==> src/rtl/mod_148_4_4_timer_pkg.sv <==
// Shared constants, state encoding and helpers for the timer bank.
package mod_148_4_4_timer_pkg;

  localparam int NOM_BEACON_NS         = 2000;
  localparam int NOM_BEACON_DET_NS     = 2200;
  localparam int NOM_INVALID_BEACON_NS = 4000;
  localparam int NOM_BURST_NS          = 12800;
  localparam int NOM_TO_NS             = 3200;
  localparam int NOM_APPEND_COMMIT_NS  = 2200;

  localparam int NUM_TMR           = 6;
  localparam int TMR_BEACON        = 0;
  localparam int TMR_BEACON_DET    = 1;
  localparam int TMR_INVALID_BEACON = 2;
  localparam int TMR_BURST         = 3;
  localparam int TMR_TO            = 4;
  localparam int TMR_APPEND_COMMIT = 5;

  typedef enum logic [1:0] {
    ST_IDLE = 2'd0,
    ST_RUN  = 2'd1,
    ST_DONE = 2'd2
  } tmr_state_e;

  function automatic int ceil_div(int num, int den);
    return (num + den - 1) / den;
  endfunction

endpackage

==> src/rtl/mod_148_4_4_timer_bank_if.sv <==
// Timer request/status bundle between the PLCA controller and the timer bank.
// The expiry pulse vector exists only with MOD_148_TIMER_EXPIRE_PULSE_EN.
interface mod_148_4_4_timer_bank_if;
  logic [5:0] timer_start;
  logic [5:0] timer_stop;
  logic [5:0] timer_done;
  logic [5:0] timer_not_done;
`ifdef MOD_148_TIMER_EXPIRE_PULSE_EN
  logic [5:0] timer_expired;

  modport master (output timer_start, output timer_stop,
                  input timer_done, input timer_not_done, input timer_expired);
  modport slave  (input timer_start, input timer_stop,
                  output timer_done, output timer_not_done, output timer_expired);
`else
  modport master (output timer_start, output timer_stop,
                  input timer_done, input timer_not_done);
  modport slave  (input timer_start, input timer_stop,
                  output timer_done, output timer_not_done);
`endif
endinterface

==> src/rtl/mod_148_4_4_timer_chan.sv <==
// One clock-counted timer channel: IDLE / RUN / DONE with retrigger and abort.
// Optional expiry pulse output under MOD_148_TIMER_EXPIRE_PULSE_EN.
module mod_148_4_4_timer_chan
  import mod_148_4_4_timer_pkg::*;
#(
  parameter int N     = 1,
  parameter int CNT_W = 16
) (
  input  logic clk,
  input  logic reset,
  input  logic start,
  input  logic stop,
  output logic done,
  output logic not_done
`ifdef MOD_148_TIMER_EXPIRE_PULSE_EN
  ,output logic expired
`endif
);

  if (N < 1 || longint'(N) >= (longint'(1) << CNT_W)) begin : g_bad_n
    $error("timer_chan: cycle count N=%0d does not fit CNT_W=%0d", N, CNT_W);
  end

  localparam logic [CNT_W-1:0] LOAD = CNT_W'(N - 1);

  tmr_state_e       state_q, state_d;
  logic [CNT_W-1:0] cnt_q, cnt_d;

  always_comb begin
    state_d = state_q;
    cnt_d   = cnt_q;
    if (start) begin
      state_d = ST_RUN;
      cnt_d   = LOAD;
    end else if (stop) begin
      state_d = ST_IDLE;
      cnt_d   = '0;
    end else begin
      case (state_q)
        ST_RUN: begin
          if (cnt_q == '0) state_d = ST_DONE;
          else             cnt_d   = cnt_q - 1'b1;
        end
        default: ;
      endcase
    end
  end

  // Status flags are flopped from the next state so outputs are pure registers.
  always_ff @(posedge clk) begin
    if (reset) begin
      state_q  <= ST_IDLE;
      cnt_q    <= '0;
      done     <= 1'b0;
      not_done <= 1'b0;
    end else begin
      state_q  <= state_d;
      cnt_q    <= cnt_d;
      done     <= (state_d == ST_DONE);
      not_done <= (state_d == ST_RUN);
    end
  end

`ifdef MOD_148_TIMER_EXPIRE_PULSE_EN
  logic fire;
  assign fire = (state_q == ST_RUN) && (cnt_q == '0) && !start && !stop;

  always_ff @(posedge clk) begin
    if (reset) expired <= 1'b0;
    else       expired <= fire;
  end
`endif

endmodule

==> src/rtl/mod_148_4_4_timer_bank.sv <==
// Bank of six independent 802.3 Clause 148 timers counted in clk cycles.
// Define MOD_148_TIMER_EXPIRE_PULSE_EN to add the per-timer expiry pulse.
module mod_148_4_4_timer_bank
  import mod_148_4_4_timer_pkg::*;
#(
  parameter int CLK_PERIOD_NS     = 40,
  parameter int BEACON_NS         = NOM_BEACON_NS,
  parameter int BEACON_DET_NS     = NOM_BEACON_DET_NS,
  parameter int INVALID_BEACON_NS = NOM_INVALID_BEACON_NS,
  parameter int BURST_NS          = NOM_BURST_NS,
  parameter int TO_NS             = NOM_TO_NS,
  parameter int APPEND_COMMIT_NS  = NOM_APPEND_COMMIT_NS,
  parameter int CNT_W             = 16
) (
  input  logic                    clk,
  input  logic                    reset,
  mod_148_4_4_timer_bank_if.slave tmr
);

  function automatic int chan_ns(int idx);
    case (idx)
      TMR_BEACON:         return BEACON_NS;
      TMR_BEACON_DET:     return BEACON_DET_NS;
      TMR_INVALID_BEACON: return INVALID_BEACON_NS;
      TMR_BURST:          return BURST_NS;
      TMR_TO:             return TO_NS;
      default:            return APPEND_COMMIT_NS;
    endcase
  endfunction

  logic [NUM_TMR-1:0] done_v, not_done_v;
`ifdef MOD_148_TIMER_EXPIRE_PULSE_EN
  logic [NUM_TMR-1:0] expired_v;
`endif

  for (genvar i = 0; i < NUM_TMR; i++) begin : g_chan
    mod_148_4_4_timer_chan #(
      .N     (ceil_div(chan_ns(i), CLK_PERIOD_NS)),
      .CNT_W (CNT_W)
    ) u_chan (
      .clk      (clk),
      .reset    (reset),
      .start    (tmr.timer_start[i]),
      .stop     (tmr.timer_stop[i]),
      .done     (done_v[i]),
      .not_done (not_done_v[i])
`ifdef MOD_148_TIMER_EXPIRE_PULSE_EN
      ,.expired (expired_v[i])
`endif
    );
  end

  assign tmr.timer_done     = done_v;
  assign tmr.timer_not_done = not_done_v;
`ifdef MOD_148_TIMER_EXPIRE_PULSE_EN
  assign tmr.timer_expired  = expired_v;
`endif

endmodule

==> src/flat_wrapper.sv <==
// flat-port wrapper written by rule: the top's interface ports become plain ports
module mod_148_4_4_timer_bank_flat import mod_148_4_4_timer_pkg::*;
#(
  parameter int CLK_PERIOD_NS     = 40,
  parameter int BEACON_NS         = NOM_BEACON_NS,
  parameter int BEACON_DET_NS     = NOM_BEACON_DET_NS,
  parameter int INVALID_BEACON_NS = NOM_INVALID_BEACON_NS,
  parameter int BURST_NS          = NOM_BURST_NS,
  parameter int TO_NS             = NOM_TO_NS,
  parameter int APPEND_COMMIT_NS  = NOM_APPEND_COMMIT_NS,
  parameter int CNT_W             = 16
)
  (clk, reset, tmr_timer_start, tmr_timer_stop, tmr_timer_done, tmr_timer_not_done);
  mod_148_4_4_timer_bank_if tmr_i ();
  input  logic clk;
  input  logic reset;
  input wire logic [$bits(tmr_i.timer_start)-1:0] tmr_timer_start;
  input wire logic [$bits(tmr_i.timer_stop)-1:0] tmr_timer_stop;
  output wire logic [$bits(tmr_i.timer_done)-1:0] tmr_timer_done;
  output wire logic [$bits(tmr_i.timer_not_done)-1:0] tmr_timer_not_done;
  assign tmr_i.timer_start = tmr_timer_start;
  assign tmr_i.timer_stop = tmr_timer_stop;
  assign tmr_timer_done = tmr_i.timer_done;
  assign tmr_timer_not_done = tmr_i.timer_not_done;
  mod_148_4_4_timer_bank #(.CLK_PERIOD_NS(CLK_PERIOD_NS), .BEACON_NS(BEACON_NS), .BEACON_DET_NS(BEACON_DET_NS), .INVALID_BEACON_NS(INVALID_BEACON_NS), .BURST_NS(BURST_NS), .TO_NS(TO_NS), .APPEND_COMMIT_NS(APPEND_COMMIT_NS), .CNT_W(CNT_W)) u_core (.clk(clk), .reset(reset), .tmr(tmr_i));
endmodule
==> config.mk <==
export PLATFORM = sky130hd
export DESIGN_NAME = mod_148_4_4_timer_bank_flat
export DESIGN_NICKNAME = d
export VERILOG_FILES = /design/src/rtl/mod_148_4_4_timer_pkg.sv /design/src/rtl/mod_148_4_4_timer_bank_if.sv /design/src/rtl/mod_148_4_4_timer_chan.sv /design/src/rtl/mod_148_4_4_timer_bank.sv /design/src/flat_wrapper.sv
export SDC_FILE = /design/constraint.sdc
export NUM_CORES = 1
export LEC_CHECK = 0
export CORE_ASPECT_RATIO = 0.5
export CORE_MARGIN = 4
export CORE_UTILIZATION = 25
export DETAILED_ROUTE_END_ITERATION = 8
export DONT_BUFFER_PORTS = 1
export PLACE_DENSITY_LB_ADDON = 0.1
export SYNTH_ARGS = -nofsm -noshare
export SYNTH_HDL_FRONTEND = slang
export SYNTH_SLANG_ARGS = --single-unit
==> constraint.sdc <==
create_clock -name clk -period 5.2 [get_ports clk]
set_input_delay 1.04 -clock clk [delete_from_list [all_inputs] [get_ports clk]]
set_output_delay 1.04 -clock clk [all_outputs]
set_load 0.02 [all_outputs]
# Word-level counts from Yosys, hierarchy flattened
# Index checks and enable logic that the tools add are counted.
# word_totals
mem_bits_ro	0
latchBits	0
mem_bits_rw	0
regBits	120
mem_count	0
out_inout_bits	12
# classes
n_eq_ne	24
bitwise_logic	6
magnitude_cmp	0
shift	0
muxes	48
div	0
add_sub_neg	6
mul	0
n_reduce_logical	30
# op_table
op	n
logical NOT 16 bit	6
subtractor 16 x 1 -> 16 bit, second input constant	6
2-to-1 mux 6 bit	12
2-to-1 mux 7 bit	8
2-to-1 mux 2 bit	24
2-to-1 mux 9 bit	4
equality test 2 x 1 -> 1 bit, second input constant	12
AND reduction 2 bit	12
!= test 3 bit, second input constant	6
nonzero test 3 bit	6
OR reduction 3 bit	6
equality test 2 bit, second input constant	6
inverter 1 bit	6

# Logic depth before layout (Yosys ltp)
# Gate-level depths: netlist of the first run.
# logic_depth
depth_word	6
depth_mapped	8
mapped_depth_nobuf	6

# By module
# A second synthesis of the first run with hierarchy kept.
# unflattened
hier_cells	749
area_unflattened_um2	6337.3
# modules_own_cells
mod	seq_area_each_um2	cells_per_inst	n_inst	area_per_inst_um2
mod_148_4_4_timer_chan at u_core.g_chan[1].u_chan ...	400.4	127	2	1037.2
mod_148_4_4_timer_chan at u_core.g_chan[4].u_chan	400.4	131	1	1133.6
mod_148_4_4_timer_chan at u_core.g_chan[0].u_chan	400.4	127	1	1099.8
mod_148_4_4_timer_chan at u_core.g_chan[3].u_chan	400.4	124	1	1041.0
mod_148_4_4_timer_chan at u_core.g_chan[2].u_chan	400.4	113	1	988.4

# Worst setup path before layout of the first run
# No wires, ideal clock.
# synth_path
path_kind	register -> register
from	register u_core.g_chan[3].u_chan.cnt_q[0]
to	register u_core.g_chan[3].u_chan.not_done
required_time_ns	5.072
path_stages_with_launch	9
n_path_buf	2
path_slack_ns	2.978
arrival_ns	2.094
synth_period_minus_slack_ns	2.222
path_cell_list	dfxtp_1 -> inv_1 -> ha_1 -> or4b_2 -> buf_2 -> or4_1 -> clkbuf_1 -> a31oi_1 -> nor2_1
# synth_between
elab_chain_cells	6
# synth_lines
item	line	text
start: declaration	mod_148_4_4_timer_chan.sv:27	logic [CNT_W-1:0] cnt_q, cnt_d;
start signal: assignment	mod_148_4_4_timer_chan.sv:58	cnt_q <= cnt_d;
logical NOT 16 bit	mod_148_4_4_timer_chan.sv:41	if (cnt_q == '0) state_d = ST_DONE;
2-to-1 mux 2 bit	mod_148_4_4_timer_chan.sv:41	
2-to-1 mux 2 bit	mod_148_4_4_timer_chan.sv:39	case (state_q)
2-to-1 mux 2 bit	mod_148_4_4_timer_chan.sv:35	end else if (stop) begin
2-to-1 mux 2 bit	mod_148_4_4_timer_chan.sv:32	if (start) begin
equality test 2 x 1 -> 1 bit	mod_148_4_4_timer_chan.sv:60	not_done <= (state_d == ST_RUN);
end signal: assignment	mod_148_4_4_timer_chan.sv:60	
end: declaration	mod_148_4_4_timer_chan.sv:14	output logic not_done
# No other way between the ends.
# A chain may end at the register's enable or synchronous reset.

# Worst setup path in the final report of the first run
# layout_path
from	register u_core.g_chan[5].u_chan.cnt_q[2]
to	register u_core.g_chan[5].u_chan.cnt_q[12]
# layout_between
elab_chain_cells	3
# layout_lines
item	line
start: declaration	mod_148_4_4_timer_chan.sv:27
start signal: assignment	mod_148_4_4_timer_chan.sv:58
branches (longest 3 deep; another with subtractor 16 x 1 -> 16 bit)	-
# Several ways; the timed one is not identified.

==> summary.txt, run 1 <==
Outcome
  • Status: finished, final reports clean

Finish
  • Synthesis-to-layout area growth: 13.9%
  • Share of cells above drive strength 1: 8.92%
  • FF/Latch Area: 2400 um2
  • Final nets: 754
  • Number of diodes: 0
  • Fin util: 29.6%
  • Fill cell count: 2560
  • Multi-input gate area: 3640 um2

Global route
  • Largest net degree at the start of global routing: 44
  • Number of global-route vias before repair: 5244
  • First-pass GRT wire length: 27600 um
  • GRT Util Overall: 12.1%
  • Remaining global-route overflow: 0
  • Initial antenna violation count: 0

Place
  • GPL Wtd Cong: 0.730
  • DP Wirelength: 10900 um
  • Pre-CTS setup slack: 2760 ps
  • Port Buffers: 0

Setup path
  • Reg2reg path depth: 4
  • R2R Path End: u_core.g_chan[5].u_chan.cnt_q[12]
  • Worst path required time: 5550 ps
  • Last element of the critical path: u_core.g_chan[5].u_chan.cnt_q[12]
  • WS Path Type: flop to flop
  • R2R Setup Slk: 2840 ps
  • Nature of the critical path startpoint: flop
  • CP max FO: 8
  • CP cell instances: nor4_1 -> nand4_1 -> or4b_2 -> a21oi_1
  • CP Capture Type: flop
  • CP bufs+invs: 0
  • Crit path launch: u_core.g_chan[5].u_chan.cnt_q[2]
  • Worst path max stage delay: 740 ps
  • Crit path max-delay cell type: nor4_1
  • Reg-to-Reg Start: u_core.g_chan[5].u_chan.cnt_q[2]
  • Worst Path Arrival: 2710 ps
  • Worst path depth: 4
  • Delay-heaviest family, CP: simple AND/OR/NAND/NOR gates

Pwr
  • Internal power: 2.00 mW
  • Leak: 2.47 nW
  • PD cells: 369 nW/um2
  • Clock network power share: 51.8%
  • Sequential Power Share: 37.2%
  • P_sw: 673 uW
  • Net Sw Frac: 25.2%
  • Comb power frac: 11.1%
  • Maximum VDD drop: 0.152 mV

Clocking
  • TritonCTS Buffers: 17
  • Post-CTS resize count: 0
  • Worst skew pair latency: 430 ps
  • Deepest clock path buffer count: 2
  • CTS Hold Bufs: 0
  • Sink Count: 120
  • CTS tree: done
  • Number of setup buffers added after CTS: 0
  • H-tree Lvls: 4
  • Clock transition at path regs: 60 ps
  • Root Buffer: clkbuf_16

Yosys
  • Most used DFF post-synth: dfxtp_1
  • Syn_nets: 780
  • Sequential area share after synthesis: 37.8%
  • Post-synth top area cell: dfxtp_1
  • Distinct cell type count after synthesis: 57
  • #FFs+latches synth: 120
  • Async SR Flop Fraction: 0%
  • Number of flops mapped to enable cells by yosys: 0
  • Synthesized cell area: 6350 um2
  • Post-Syn Instances: 754
  • Synthesis Warnings: 0
  • Synth top area share: 37.8%
  • Top cells by area, synth: dfxtp_1 (38%), a21oi_1 (5.0%), or4_1 (4.1%)
  • Mean area per synthesized cell: 8.42 um2

Timing
  • Period utilization: 45.5%
  • Slew Limit Fails: 0
  • Unrepaired setup endpoints after global routing: false
  • Hold Vio Cnt, Final: 0
  • Worst-margin pin slew: 892 ps
  • Worst slew margin: 40.0%
  • Count of final setup violators: 0
  • Final Critical Period: 2360 ps
  • Final worst setup slack: 2840 ps
  • Fmax: 423 MHz
  • Setup TNS Final: 0 ps
  • Worst Clk Skew: 9.35 ps

Floorplan
  • Ports: 26
  • Die extent in y: 121 um
  • Core area: 24500 um2
  • Starting Density: 26.0%
  • Width of the die: 233 um
  • Cell Rows: 40
  • Die area: 28200 um2

Routing
  • Post-route DRC: 0
  • DRT Pass-1 Iters: 5
  • Final WL: 16300 um
  • Routed via count: 5672
  • Via/cell ratio: 5.27
  • Initial drt markers: 320
  • Detail Route Antenna Nets: 0
  • Routed wire length per instance: 15.2 um

Flow run
  • Max-cap violations: 0

Hold path
  • HP Class: flop to flop
routing by layer:
metal / vias up / part of all wire (%) / track usage, %
li1: 2858 / - / -
met1: 2719 / 51 / 16.8
met2: 85 / 44 / 17.8
met3: 10 / 4.4 / 4.33
met4: 0 / 0.79 / 3.22
met5: - / 0 / 0
cells in the mapped netlist (all sizes together), types with 12 or more instances:
library cell,n
nand3,25
o21ai,24
o41ai,21
inv,21
or4,38
nand2,40
nand2b,22
dfxtp,120
nor3,29
clkbuf,30
nand4,13
a21oi,64
ha,12
or2,20
nor4,21
nor2b,13
buf,17
mux2i,14
or3,22
a31oi,20
o31ai,30
nor2,51
power by group through the flow:
stage | clock [mW] | combinational (mW) | sequential [mW]
after floorplan | 0 | 0.248 | 0.996
after global placement | 0 | 0.298 | 1.01
after detailed placement | 0 | 0.295 | 1.01
after CTS | 1.43 | 0.297 | 0.992
after global routing | 1.47 | 0.335 | 0.998
final | 1.38 | 0.295 | 0.993
sequential cells by signal, summed over array words and instances (netlist names):
signal / count
u_core.g_chan.u_chan.cnt_q: 96
u_core.g_chan.u_chan.done: 6
u_core.g_chan.u_chan.not_done: 6
u_core.g_chan.u_chan.state_q: 12
tightest hold or removal path: cells and delay by family (launching register included):
family,cells,cell delay (ps)
flip-flops,1,320
AND/OR/NAND/NOR,1,60
multiplexers,1,50
metrics by stage:
stage	area (um2)	instances	power (mW)	hold slack [ps]
5_1_grt	7230	1076	2.81	494
2_1_floorplan	6350	754	1.24	443
3_3_place_gp	6560	1045	1.31	459
6_report	7230	1076	2.67	473
3_5_place_dp	6560	1045	1.31	467
4_1_cts	7230	1076	2.72	479
worst min path at each step:
stage | from | end | slack, ps | depth (start not counted)
after global routing | u_core.g_chan[1].u_chan.cnt_q[9] | u_core.g_chan[1].u_chan.cnt_q[9] | 490 | 2
after detailed placement | u_core.g_chan[3].u_chan.cnt_q[14] | u_core.g_chan[3].u_chan.cnt_q[14] | 470 | 2
after global placement | u_core.g_chan[1].u_chan.cnt_q[9] | u_core.g_chan[1].u_chan.cnt_q[9] | 460 | 2
after floorplan | u_core.g_chan[1].u_chan.cnt_q[0] | u_core.g_chan[1].u_chan.cnt_q[0] | 440 | 2
final | u_core.g_chan[5].u_chan.cnt_q[0] | u_core.g_chan[5].u_chan.cnt_q[0] | 470 | 2
after CTS | u_core.g_chan[1].u_chan.cnt_q[0] | u_core.g_chan[1].u_chan.cnt_q[0] | 480 | 2
layout by cell type, fill, tap and decap left out, drive strengths merged, types with 10 or more instances in the layout:
master and count:
nand3 25, nor4 21, nand2 40, o21ai 24, nand2b 22, clkbuf 23, inv 21, mux2i 14
or3 22, o41ai 21, ha 12, a21oi 64, nor2b 13, a31oi 20, o31ai 30, or2 20
nand4b 10, nor3 29, nor2 51, dfxtp 120, or4 38, nand4 13
cell type report:
cell class / count / area share [%]
clock buffers: 23 / 6.75
clock inverters: 8 / 2.63
inverters: 21 / 1.09
multi-input cells: 566 / 50.3
flip-flops and latches: 120 / 33.2
well taps: 336 / 5.81
repair buffers: 2 / 0.208
cell families (layout without fill, tap and decap cells):
group,after synthesis,count (layout),synth area share [%]
xor+xnor,1,1,0.138
simple gates,337,337,31.3
flops,120,120,37.8
mux,14,14,2.21
compound gates,202,202,21.3
buf+inv,68,54,4.88
fa+ha+maj,12,12,2.36
Power figures use the tool's default switching activity.
==> run 2, diff against run 1 <==
==> constraint.sdc (replaced) <==
create_clock -name clk -period 2.07 [get_ports clk]
set_input_delay 0.414 -clock clk [delete_from_list [all_inputs] [get_ports clk]]
set_output_delay 0.414 -clock clk [all_outputs]
set_load 0.02 [all_outputs]
==> run 2 against run 1 <==
  * Sequential power is 150% higher
  * Non-clock buffer count is 76 higher
  * Die area is the same
  * Flip-flop and latch count unchanged
  * Combinational power grew to 3.2 times the previous value
  * Clock-buffer cell count is 4 lower
  * Via count is 4.0% higher
  * Hold slack lost 410 ps
  * Critical path type unchanged
  * Largest cell class unchanged
  * Largest power group unchanged
==> summary.txt, run 2 (synthesized netlist as in run 1, its figures left out) <==
Outcome
  • Status: finished, final reports clean

Finish
  • Fin area: 7830 um2
  • Number of diodes: 0
  • Final nets: 830
  • Highest-count cells in the layout ignoring fill and taps: dfxtp_1 (118), buf_4 (77), a21oi_1 (63)
  • Max reg flops: 96
  • Non-filler cells, final: 1153
  • Share of cells above drive strength 1: 19.6%
  • Fill cell count: 2587
  • Most common cell after layout, fill and taps aside: dfxtp_1
  • Synthesis-to-layout area growth: 23.3%
  • Top reg by flops: u_core.g_chan.u_chan.cnt_q
  • Largest regs: u_core.g_chan.u_chan.cnt_q x96, u_core.g_chan.u_chan.state_q x12
  • Fin util: 32.0%

Global route
  • Initial antenna violation count: 0
  • Remaining global-route overflow: 0
  • Number of global-route vias before repair: 5741
  • GRT Util Overall: 12.6%
  • Largest net degree at the start of global routing: 44
  • First-pass GRT wire length: 28900 um

Setup path
  • Delay-heaviest family, CP: simple AND/OR/NAND/NOR gates
  • Worst path required time: 2430 ps
  • CP Capture Type: flop
  • Worst Path Arrival: 2380 ps
  • CP cell instances: or4_4 -> or4_4 -> or4_4 -> a21oi_2
  • Worst path max stage delay: 560 ps
  • WS Path Type: flop to flop
  • Crit path max-delay cell type: or4_4
  • Nature of the critical path startpoint: flop
  • Worst path most repeated cell: or4_4
  • CP bufs+invs: 0
  • CP max FO: 5

Timing
  • Worst slew margin: 58.3%
  • Fmax: 494 MHz
  • Worst Clk Skew: 7.32 ps
  • Final Critical Period: 2020 ps
  • Unrepaired setup endpoints after global routing: true
  • Slew Limit Fails: 0
  • Worst-margin pin slew: 610 ps
  • Fin Hold WS: 59.3 ps
  • Final worst setup slack: 47.2 ps
  • Period utilization: 97.7%
  • Hold Vio Cnt, Final: 0
  • Count of final setup violators: 0
  • Setup TNS Final: 0 ps

Floorplan
  • Die extent in y: 121 um
  • Width of the die: 233 um
  • Ports: 26
  • Starting Density: 26.0%
  • Core area: 24500 um2
  • Cell Rows: 40
  • Die area: 28200 um2

Place
  • DP Wirelength: 12100 um
  • Placed instance area: 7120 um2
  • Pre-CTS setup slack: 3.13 ps
  • Cells after DPL: 1119
  • Port Buffers: 0
  • GPL Wtd Cong: 0.767

Clocking
  • CTS Hold Bufs: 0
  • H-tree Lvls: 4
  • Root Buffer: clkbuf_16
  • Worst skew pair latency: 430 ps
  • Deepest clock path buffer count: 2
  • CTS tree: done
  • Sink Count: 120
  • TritonCTS Buffers: 17
  • Clock transition at path regs: 60 ps

Routing
  • Routed via count: 5900
  • Routed wire length per instance: 14.9 um
  • Post-route DRC: 0
  • Initial drt markers: 354
  • Via/cell ratio: 5.12
  • Detail Route Antenna Nets: 0
  • Final WL: 17200 um
  • DRT Pass-1 Iters: 5

Pwr
  • PD cells: 855 nW/um2
  • Maximum VDD drop: 0.586 mV
  • Leak: 2.84 nW
  • Total power: 6.69 mW

Flow run
  • Max-cap violations: 0

Hold path
  • HP Class: input port to flop
==> run 2: changes by cell type in the layout (fill, tap and decap cells not counted), sizes merged <==
cell	previous run	this run
buf	2	78
clkbuf	23	19
clkinvlp	0	4
bufinv	6	4
inv	21	23
clkinv	2	3
==> run 2: layout make-up <==
| type | count | area (um2) | share of cell area [%] |
|---|---|---|---|
| Clock inverter | 13 | 194 | 2.48 |
| Multi-Input combinational cell | 566 | 3690 | 47.1 |
| Sequential cell | 120 | 2400 | 30.7 |
| Clock buffer | 19 | 453 | 5.78 |
| Tap cell | 336 | 420 | 5.37 |
| Inverter | 21 | 78.8 | 1.01 |
| Timing Repair Buffer | 78 | 589 | 7.53 |
==> run 2: per-layer routing <==
metal	vias to the layer above	global-route usage (%)	wire, um
met2	54	20.4	7840
met3	14	4.14	579
met4	0	3.45	172
met1	2829	16.1	8600
li1	3003	-	-
met5	-	0	0
==> run 2: report_power, final <==
part	leakage (nW)	total [mW]	switching (mW)	internal, mW
logic	1.55	0.937	0.537	0.399
clock network	0.302	3.28	1.19	2.09
registers	0.980	2.48	0.0902	2.39
total	2.84	6.69	1.81	4.88
==> run 2: final timing paths <==
check	startpoint	to	slack, ps	cells after the start
max	u_core.g_chan[0].u_chan.cnt_q[8]	u_core.g_chan[0].u_chan.cnt_q[14]	50	4
min	reset	u_core.g_chan[3].u_chan.not_done	60	1
max reg2reg	u_core.g_chan[0].u_chan.cnt_q[8]	u_core.g_chan[0].u_chan.cnt_q[14]	50	4
min reg2reg	u_core.g_chan[1].u_chan.cnt_q[0]	u_core.g_chan[1].u_chan.cnt_q[0]	470	2
==> run 2: worst register-to-register path: cells and delay by family, from the launching register on <==
| family | cells | cell delay (ps) |
|---|---|---|
| simple gates | 3 | 1520 |
| flops | 1 | 320 |
| compound gates | 1 | 110 |
==> run 2: repair_timing <==
item | CTS | global route
pin swaps | 0 | 4
endpoints found under the setup margin | 2 | 17
resized for setup | 1 | 15
cloned | 0 | 0
buffers inserted | 0 | 2
==> run 3, diff against run 2 <==
--- a/config.mk
+++ b/config.mk
@@ -6,8 +6,7 @@
 export NUM_CORES = 1
 export LEC_CHECK = 0
 export CORE_ASPECT_RATIO = 0.5
-export CORE_MARGIN = 4
-export CORE_UTILIZATION = 25
+export CORE_UTILIZATION = 45
 export DETAILED_ROUTE_END_ITERATION = 8
 export DONT_BUFFER_PORTS = 1
 export PLACE_DENSITY_LB_ADDON = 0.1
==> run 3 against run 2 <==
  * Register-to-register slack about the same
  * First-iteration DRC count decreased by 5.9%
  * Setup slack improved by 13 ps
  * Clock power increased by 5%
  * Clock skew up 2.9 ps
  * Global-route usage increased by 9.2 points
  * Critical path depth is the same
  * Design area decreased by 2.9%
  * Cell count decreased by 13%
  * Flip-flop and latch count is the same
==> summary.txt, run 3 (synthesized netlist as in run 1, its figures left out) <==
Pwr
  • P_sw: 1.65 mW
  • Net Sw Frac: 24.1%
  • Leak: 2.82 nW
  • Sequential Power Share: 36.2%
  • Internal power: 5.20 mW
  • Comb power frac: 13.3%
  • Clock network power share: 50.5%
  • PD cells: 901 nW/um2
  • Maximum VDD drop: 0.532 mV

Routing
  • Via/cell ratio: 5.91
  • Routed wire length per instance: 15.4 um
  • DRT Pass-1 Iters: 4
  • Detail Route Antenna Nets: 0
  • Final WL: 15400 um
  • Routed via count: 5904
  • Initial drt markers: 333
  • Post-route DRC: 0

Finish
  • Most common cell after layout, fill and taps aside: dfxtp_1
  • Top reg by flops: u_core.g_chan.u_chan.cnt_q
  • Largest regs: u_core.g_chan.u_chan.cnt_q x96, u_core.g_chan.u_chan.state_q x12
  • Number of diodes: 0
  • Highest-count cells in the layout ignoring fill and taps: dfxtp_1 (120), buf_4 (67), a21oi_1 (63)
  • Fin area: 7600 um2
  • Fill cell count: 1261
  • Share of cells above drive strength 1: 17.5%
  • Max reg flops: 96
  • Synthesis-to-layout area growth: 19.7%
  • Final nets: 820

Floorplan
  • Die extent in y: 86.0 um
  • Width of the die: 170 um
  • Cell Rows: 30
  • Starting Density: 46.5%
  • Ports: 26
  • Core area: 13700 um2
  • Die area: 14600 um2

Global route
  • Number of global-route vias before repair: 5312
  • GRT Util Overall: 21.8%
  • Largest net degree at the start of global routing: 44
  • Remaining global-route overflow: 0
  • Initial antenna violation count: 0
  • First-pass GRT wire length: 25700 um

Timing
  • Fin Hold WS: 79.0 ps
  • Hold Vio Cnt, Final: 0
  • Period utilization: 97.1%
  • Count of final setup violators: 0
  • Final Critical Period: 2010 ps
  • Worst Clk Skew: 10.2 ps
  • Setup TNS Final: 0 ps
  • Fmax: 498 MHz
  • Slew Limit Fails: 0
  • Worst-margin pin slew: 650 ps
  • Worst slew margin: 56.3%
  • Unrepaired setup endpoints after global routing: false

Setup path
  • WS Path Type: flop to flop
  • Delay-heaviest family, CP: simple AND/OR/NAND/NOR gates
  • CP bufs+invs: 0
  • Worst path required time: 2400 ps
  • CP max FO: 5
  • Worst Path Arrival: 2340 ps
  • Nature of the critical path startpoint: flop
  • CP cell instances: or4_4 -> or4b_4 -> or3_1 -> a21oi_1
  • CP Capture Type: flop
  • Crit path launch: u_core.g_chan[1].u_chan.cnt_q[11]
  • R2R Setup Slk: 60 ps
  • Worst path max stage delay: 560 ps
  • Reg-to-Reg Start: u_core.g_chan[1].u_chan.cnt_q[11]
  • Reg2reg path depth: 4
  • Crit path max-delay cell type: or4_4
  • R2R Path End: u_core.g_chan[1].u_chan.done

Clocking
  • H-tree Lvls: 4
  • Sink Count: 120
  • Deepest clock path buffer count: 2
  • Worst skew pair latency: 410 ps
  • Root Buffer: clkbuf_16
  • TritonCTS Buffers: 17
  • Number of setup buffers added after CTS: 0
  • CTS tree: done
  • Clock transition at path regs: 50 ps

Place
  • Placed instance area: 6880 um2
  • DP Wirelength: 10500 um
  • GPL Wtd Cong: 0.818
  • Port Buffers: 0

Outcome
  • Status: finished, final reports clean

Hold path
  • Worst Hold Endpoint: u_core.g_chan[4].u_chan.not_done
  • Hold depth: 1
  • Hold_sp: reset
  • HP Class: input port to flop

Flow run
  • Max-cap violations: 0
==> run 3: how the worst max path moves through the flow <==
stage	slack, ps	cells after the start	endpoint
floorplan	20	5	u_core.g_chan[1].u_chan.done
global placement	80	6	u_core.g_chan[3].u_chan.cnt_q[1]
detailed placement	60	6	u_core.g_chan[3].u_chan.cnt_q[1]
CTS	40	6	u_core.g_chan[3].u_chan.cnt_q[1]
global route	2	4	u_core.g_chan[0].u_chan.cnt_q[14]
finish	60	4	u_core.g_chan[1].u_chan.done
==> run 3: power groups by stage <==
stage	clock network [mW]	registers, mW	logic [mW]
detailed placement	0	2.53	0.881
floorplan	0	2.50	0.628
finish	3.46	2.48	0.909
global route	3.63	2.49	1.01
CTS	3.52	2.48	0.889
global placement	0	2.53	0.876
==> run 3: routing by layer <==
metal  vias to the layer above  track usage (%)  wire length [um]
met5                         -                0                 0
met4                         0             6.96               119
met3                        13             5.54               648
met2                       103             33.9              6870
met1                      2802             29.6              7720
li1                       2986                -                 -
==> run 3: final cells by class <==
| class | instances | area, um2 | share of cell area, % |
|---|---|---|---|
| flip-flops and latches | 120 | 2400 | 31.6 |
| clock inverters | 7 | 185 | 2.44 |
| inverters | 21 | 78.8 | 1.04 |
| clock buffers | 25 | 505 | 6.65 |
| repair buffers | 68 | 514 | 6.76 |
| well taps | 192 | 240 | 3.16 |
| multi-input cells | 566 | 3680 | 48.4 |
==> run 3: repair_timing <==
item | CTS | global route
gates resized for setup | 0 | 12
setup endpoints to repair | 0 | 13
hold buffers | 0 | 0
==> run 3: per-stage QoR <==
step	util (%)	power, mW	setup slack, ps	std cells
after floorplan	-	3.13	16.2	754
after global placement	50.4	3.40	75.8	967
after detailed placement	50.4	3.41	61.7	967
after CTS	55.4	6.89	37.8	999
after global routing	55.7	7.13	1.85	999
final	55.7	6.85	60.5	999
